--- src/rtl/uart_tx_rr_arbiter.sv ---
// Round-robin, packet-locked arbiter sharing one UART byte serializer among NUM_REQ sources.
// Optional stall timeout on an owner that goes quiet mid-packet: define UART_ARB_TIMEOUT_EN.
module uart_tx_rr_arbiter #(
  parameter int NUM_REQ     = 4,
  parameter int DATA_W      = 8,
  parameter int TIMEOUT_CYC = 1024
) (
  input  logic                      clk_i,
  input  logic                      rst_i,
  input  logic [NUM_REQ-1:0]        req_valid_i,
  input  logic [NUM_REQ*DATA_W-1:0] req_data_i,
  input  logic [NUM_REQ-1:0]        req_last_i,
  output logic [NUM_REQ-1:0]        req_ready_o,
  output logic [NUM_REQ-1:0]        grant_o,
  output logic [DATA_W-1:0]         tx_data_o,
  output logic                      tx_start_o,
  input  logic                      tx_busy_i,
  output logic                      timeout_o
);
  localparam int IW = (NUM_REQ > 1) ? $clog2(NUM_REQ) : 1;

  typedef enum logic [1:0] {IDLE, LOAD, START, DRAIN} state_t;

  state_t               r_state, w_state_nx;
  logic [IW-1:0]        r_ptr, r_gidx, w_win, w_cand;
  logic [NUM_REQ-1:0]   r_grant;
  logic [DATA_W-1:0]    r_tx_data;
  logic                 r_tx_start, r_last, r_timeout;
  logic                 w_any, w_xfer, w_to;
  int                   w_idx;

  // Search ptr+1, ptr+2, ... with an explicit wrap so non-power-of-2 counts rotate correctly.
  always_comb begin
    w_any  = 1'b0;
    w_win  = r_ptr;
    w_idx  = 0;
    w_cand = '0;
    for (int off = 1; off <= NUM_REQ; off++) begin
      w_idx = int'(r_ptr) + off;
      if (w_idx >= NUM_REQ) w_idx = w_idx - NUM_REQ;
      w_cand = IW'(w_idx);
      if (!w_any && req_valid_i[w_cand]) begin
        w_any = 1'b1;
        w_win = w_cand;
      end
    end
  end

  assign w_xfer      = (r_state == LOAD) && !tx_busy_i && req_valid_i[r_gidx];
  assign req_ready_o = ((r_state == LOAD) && !tx_busy_i) ? (r_grant & req_valid_i) : '0;

`ifdef UART_ARB_TIMEOUT_EN
  localparam int CW = $clog2(TIMEOUT_CYC + 1);
  logic [CW-1:0] r_cnt;

  always_ff @(posedge clk_i or posedge rst_i) begin
    if (rst_i)                                      r_cnt <= '0;
    else if (r_state != LOAD || req_valid_i[r_gidx]) r_cnt <= '0;
    else                                            r_cnt <= r_cnt + 1'b1;
  end

  assign w_to = (r_state == LOAD) && !req_valid_i[r_gidx] && (r_cnt == CW'(TIMEOUT_CYC - 1));
`else
  logic w_unused_to;
  assign w_unused_to = (TIMEOUT_CYC > 0);
  assign w_to        = 1'b0;
`endif

  always_ff @(posedge clk_i or posedge rst_i) begin
    if (rst_i) r_state <= IDLE;
    else       r_state <= w_state_nx;
  end

  always_comb begin
    w_state_nx = r_state;
    case (r_state)
      IDLE:    if (w_any) w_state_nx = LOAD;
      LOAD:    if (w_to) w_state_nx = IDLE;
               else if (w_xfer) w_state_nx = START;
      START:   if (tx_busy_i) w_state_nx = DRAIN;
      DRAIN:   if (!tx_busy_i) w_state_nx = r_last ? IDLE : LOAD;
      default: w_state_nx = IDLE;
    endcase
  end

  always_ff @(posedge clk_i or posedge rst_i) begin
    if (rst_i) begin
      r_ptr      <= IW'(NUM_REQ - 1);
      r_gidx     <= '0;
      r_grant    <= '0;
      r_tx_data  <= '0;
      r_tx_start <= 1'b0;
      r_last     <= 1'b0;
      r_timeout  <= 1'b0;
    end else begin
      r_timeout <= w_to;
      if (r_state == IDLE && w_any) begin
        r_gidx  <= w_win;
        r_grant <= NUM_REQ'(1) << w_win;
      end
      if (w_xfer) begin
        r_tx_data  <= req_data_i[r_gidx*DATA_W +: DATA_W];
        r_last     <= req_last_i[r_gidx];
        r_tx_start <= 1'b1;
      end
      if (r_state == START && tx_busy_i) r_tx_start <= 1'b0;
      // Owner released after its last byte has left the serializer, or when revoked.
      if ((r_state == DRAIN && !tx_busy_i && r_last) || w_to) begin
        r_ptr   <= r_gidx;
        r_grant <= '0;
      end
    end
  end

  assign grant_o    = r_grant;
  assign tx_data_o  = r_tx_data;
  assign tx_start_o = r_tx_start;
  assign timeout_o  = r_timeout;
endmodule

--- config.mk ---
export PLATFORM = sky130hd
export DESIGN_NAME = uart_tx_rr_arbiter
export DESIGN_NICKNAME = d
export VERILOG_FILES = /design/src/rtl/uart_tx_rr_arbiter.sv
export SDC_FILE = /design/constraint.sdc
export NUM_CORES = 1
export LEC_CHECK = 0
export CAP_MARGIN = 10
export CORE_ASPECT_RATIO = 0.9
export CORE_UTILIZATION = 43
export DETAILED_ROUTE_END_ITERATION = 12
export PLACE_DENSITY = 0.92
export SLEW_MARGIN = 10
export SYNTH_ARGS = -nofsm -noshare
export SYNTH_HDL_FRONTEND = slang
export SYNTH_SLANG_ARGS = --single-unit
--- constraint.sdc ---
create_clock -name clk_i -period 3.99 [get_ports clk_i]
set_clock_uncertainty 0.15 [all_clocks]
set_input_delay 0.798 -clock clk_i [delete_from_list [all_inputs] [get_ports clk_i]]
set_output_delay 0.798 -clock clk_i [all_outputs]
set_load 0.01 [all_outputs]
* Yosys cells after proc, flatten, opt, wreduce, memory -nomap -nowiden *
Cells that the tools add are included.

operators by class
  shifts and indexed selects = 2
  add/subtract/negate cells = 8
  $lt $le $gt $ge = 9
  equal/unequal tests = 7
  bitwise gates (word level) = 1
  reduce and logical (&&, ||, !) cells = 17
  muxes and demuxes = 35

operators with widths
  cell                 number
  $shiftx 32x6->8      1
  $mux 2               12
  $lt 2x3->1 const B   5
  $mux 1               13
  $bmux 1 s2           6
  $mux 4               3
  $ge 3x3->1 const B   3
  $logic_and 1x1->1    9
  $ne 2x2->1 const B   4
  $pmux 2 s4           1
  $sub 2x1->2 const B  4
  $add 2x2->3 const B  2
  $add 2x3->4 const B  1
  $and 4x4->4          1
  $eq 2x2->1 const B   2
  $ge 4x3->1 const B   1
  $logic_not 1->1      4
  $reduce_and 4->1     1
  $reduce_bool 2->1    2
  $shl 1x2->4 const A  1
  $add 2x1->3 const B  1
  $eq 2x1->1 const B   1
  $logic_not 2->1      1

word-level totals
  bits of input ports = 43
  output and inout port bits = 18
  bits in registers = 20
  logic and storage cells = 86

* Depth between registers and ports, before layout *
  depth in word-level cells = 18
  gate-level depth with buffers = 7
  gate-level depth less buffers = 7

* Worst setup path after synthesis *
No wires, ideal clock.

  kind = input to output
  start point = input tx_busy_i
  end point = output req_ready_o[0]
  slack = 1813 ps
  stages = 2
  data required time = 3042 ps
  path buffers = 0
  data arrival time = 1229 ps
  cell sequence = nor2b_1 and3_1

on the way
  longest elaborated chain between the ends = 3

RTL lines
  what               RTL line  source
  start, declared    17        input logic tx_busy_i,
  $logic_not 1->1    50        assign req_ready_o = ((r_state == LOAD) && !tx_busy_i) ? (r_grant & req_valid_i) : '0;
  $logic_and 1x1->1  50
  $mux 4             50
  end, declared      13        output logic [NUM_REQ-1:0] req_ready_o,

No other way between the ends.

* Worst setup path after layout *
Ends and elaborated chain as after synthesis.

==> impl_metrics.csv <==
group,metric,value,unit
run_status,status,"complete, no violations",
floorplan,core_area,2730,um2
timing,hold_viol,0,
layout,diodes,0,
cts,clkSinkCount,20,
drt,avgRoutedWirePerCell,16.6,um
pwr,switching_power,416,uW
layout,final_util,0.694,
drt,via_per_inst,5.14,
setup_path,crit_path_end_kind,"output port",
cts,htreeDepth,1,
timing,period_share,0.852,
timing,min_period,3400,ps
drt,drt_iter0_drc,36,
global_route,track_usage,0.244,
cts,cts.path.max_buffers,2,
floorplan,start_util,0.453,
setup_path,crit_type,"in2out",
flow_run,drv_cap,0,
yosys,ys_top_cells_by_count,"dfrtp_1 (18), nand2_1 (13), mux2_2 (10), mux4_2 (10), a21oi_1 (8)",
setup_path,required,3040,ps
timing,fmax,0.294,GHz
setup_path,critPathArrivalTime,2450,ps
yosys,synthFlopType,"dfrtp_1",
drt,drc,0,
timing,worstMarginPinSlew,740,ps
hold_path,hp-class,"reg2reg",
cts,cts_repair_resize_count,0,
yosys,yosys_warnings,0,
yosys,yosysTopAreaCell,"dfrtp_1",
pwr,p_leak,0.780,nW
global_route,grt_pass1_wl,5.29,mm
pwr,seqPwrFrac,0.366,
cts,clkLatencyLatePin,310,ps
global_route,grt_max_degree,21,
yosys,synth_area_per_cell,11.3,um2
pwr,p_int,733,uW
floorplan,die_x,58.5,um
drt,via_count,1070,
cts,postCtsHoldBufs,0,
layout,synthToLayoutAreaGrowth,53.1,%
cts,cts_tree,"done",
timing,timing.hold.ws,339,ps
cts,post-cts-setup-buffers,0,
drt,wirelength,3.46,mm
timing,setup_tns,0,ps
setup_path,start_kind,"input pin",
timing,finalSetupViolCount,0,
yosys,ys_top_cells_by_area,"dfrtp_1 (36%), mux4_2 (18%), mux2_2 (9.1%)",
cts,cts_made_buffers,3,
timing,slew_headroom,0.506,
pwr,clkPwrFrac,0.104,
global_route,antenna_found_initial,0,
placement,port_buffers,59,
drt,firstDrtPassIters,4,
layout,final_nets,216,
yosys,syn_area,1230,um2
global_route,first_global_vias,1060,
placement,gp_congestion,0.820,
yosys,synth_fp_nets,156,
setup_path,worstPathMaxFanout,6,
layout,drive_gt1_frac,0.173,
yosys,synth_seq_area_share,0.407,
floorplan,ios,61,
yosys,async_flop_share,1.00,
yosys,ys_ff_latch,20,
timing,grt_setup_unrepaired,"no",
global_route,grt-ovfl-total,0,
layout,fillers,197,
pwr,switching_share,0.362,
yosys,synth-edff-count,0,
yosys,netlist.area_leader.share,0.365,
timing,finalMaxSlewViolations,0,
pwr,peakVddDrop,309,uV
yosys,synth.distinct_cells,29,
pwr,combPwrFrac,0.530,
cts,clockRootBuffer,"clkbuf_4",
placement,place_hpwl,2.68,mm
floorplan,die_h,52.8,um
pwr,p_per_area,608,nW/um2
yosys,synth_cells,109,
floorplan,fp.dieArea,3090,um2
floorplan,rows,18,
yosys,synth_most_common_cell,"dfrtp_1",
drt,ant_nets,0,
cts,clkTransAtPathRegs,110,ps
kinds of logic (layout without fill, tap and decap cells):
| kind of cell | Yosys count | after routing | synth area share |
|---|---|---|---|
| other | 1 | 1 | 0.00304 |
| flip-flops | 20 | 20 | 0.407 |
| multiplexers | 21 | 21 | 0.286 |
| buffers and inverters | 9 | 68 | 0.0324 |
| AO/OA/AOI/OAI | 17 | 17 | 0.0800 |
| AND/OR/NAND/NOR | 37 | 37 | 0.151 |
| adder cells (fa/ha/maj) | 4 | 4 | 0.0405 |
flip-flops by register name, summed over array words and instances, names as in the netlist:
| signal | flops |
|---|---|
| tx_data_o | 8 |
| grant_o | 4 |
| r_gidx | 2 |
| r_ptr | 2 |
| r_state | 2 |
| r_last | 1 |
| tx_start_o | 1 |
routing by layer:
metal  up-vias  GRT usage  share of wire
met3         5     0.0519          0.056
met1       512      0.305           0.39
met5         -          0              0
li1        513          -              -
met2        40      0.406           0.54
met4         0      0.107          0.014
final timing paths:
check                            from        endpoint  slack [ps]  cells past startpoint
max in group asynchronous       rst_i    tx_data_o[0]        2460                      2
min in group asynchronous       rst_i      tx_start_o         770                      2
setup reg to reg            r_gidx[1]    tx_data_o[6]        1810                      3
setup / recovery            tx_busy_i  req_ready_o[0]         590                      4
hold reg to reg            tx_start_o      tx_start_o         340                      2
hold / removal             tx_start_o      tx_start_o         340                      2
through the flow:
step           setup slack [ps]  total power, mW  cells  area, um2
2_1_floorplan              1810            0.781    109       1230
3_3_place_gp                683             1.00    204       1850
3_5_place_dp                635             1.03    204       1850
4_1_cts                     600             1.16    208       1890
5_1_grt                     486             1.24    208       1890
6_report                    592             1.15    208       1890
critical path, cell delays in order:
cell	delay (ps)
clkdlybuf4s50_1	510
nor2b_1	370
and3_1	220
clkdlybuf4s50_1	550
power by group through the flow:
stage	registers, mW	logic (mW)	clock network (mW)
finish	0.421	0.609	0.119
global placement	0.414	0.585	0
floorplan	0.396	0.384	0
global route	0.441	0.668	0.135
CTS	0.422	0.615	0.125
detailed placement	0.426	0.607	0
cell type report:
class,instances,area (um2),area share
clock buffer,4,36.3,0.0192
inverter,5,18.8,0.00993
multi-input combinational,80,692,0.366
sequential,20,503,0.266
tap,40,50.0,0.0265
timing repair buffer,59,591,0.312
placed cells by master (no fill, tap or decap), types with 4 or more instances in the layout:
cell / netlist / layout
clkdlybuf4s50_1: 0 / 59
a21oi_1: 8 / 8
nand2_1: 13 / 13
nand2b_1: 4 / 4
mux2_2: 10 / 10
and3_1: 4 / 4
nor2_1: 5 / 5
o21ai_0: 5 / 5
mux4_2: 10 / 10
inv_1: 5 / 5
dfrtp_1: 18 / 18
ha_1: 4 / 4
No activity file was read; power rests on OpenSTA's default activity.
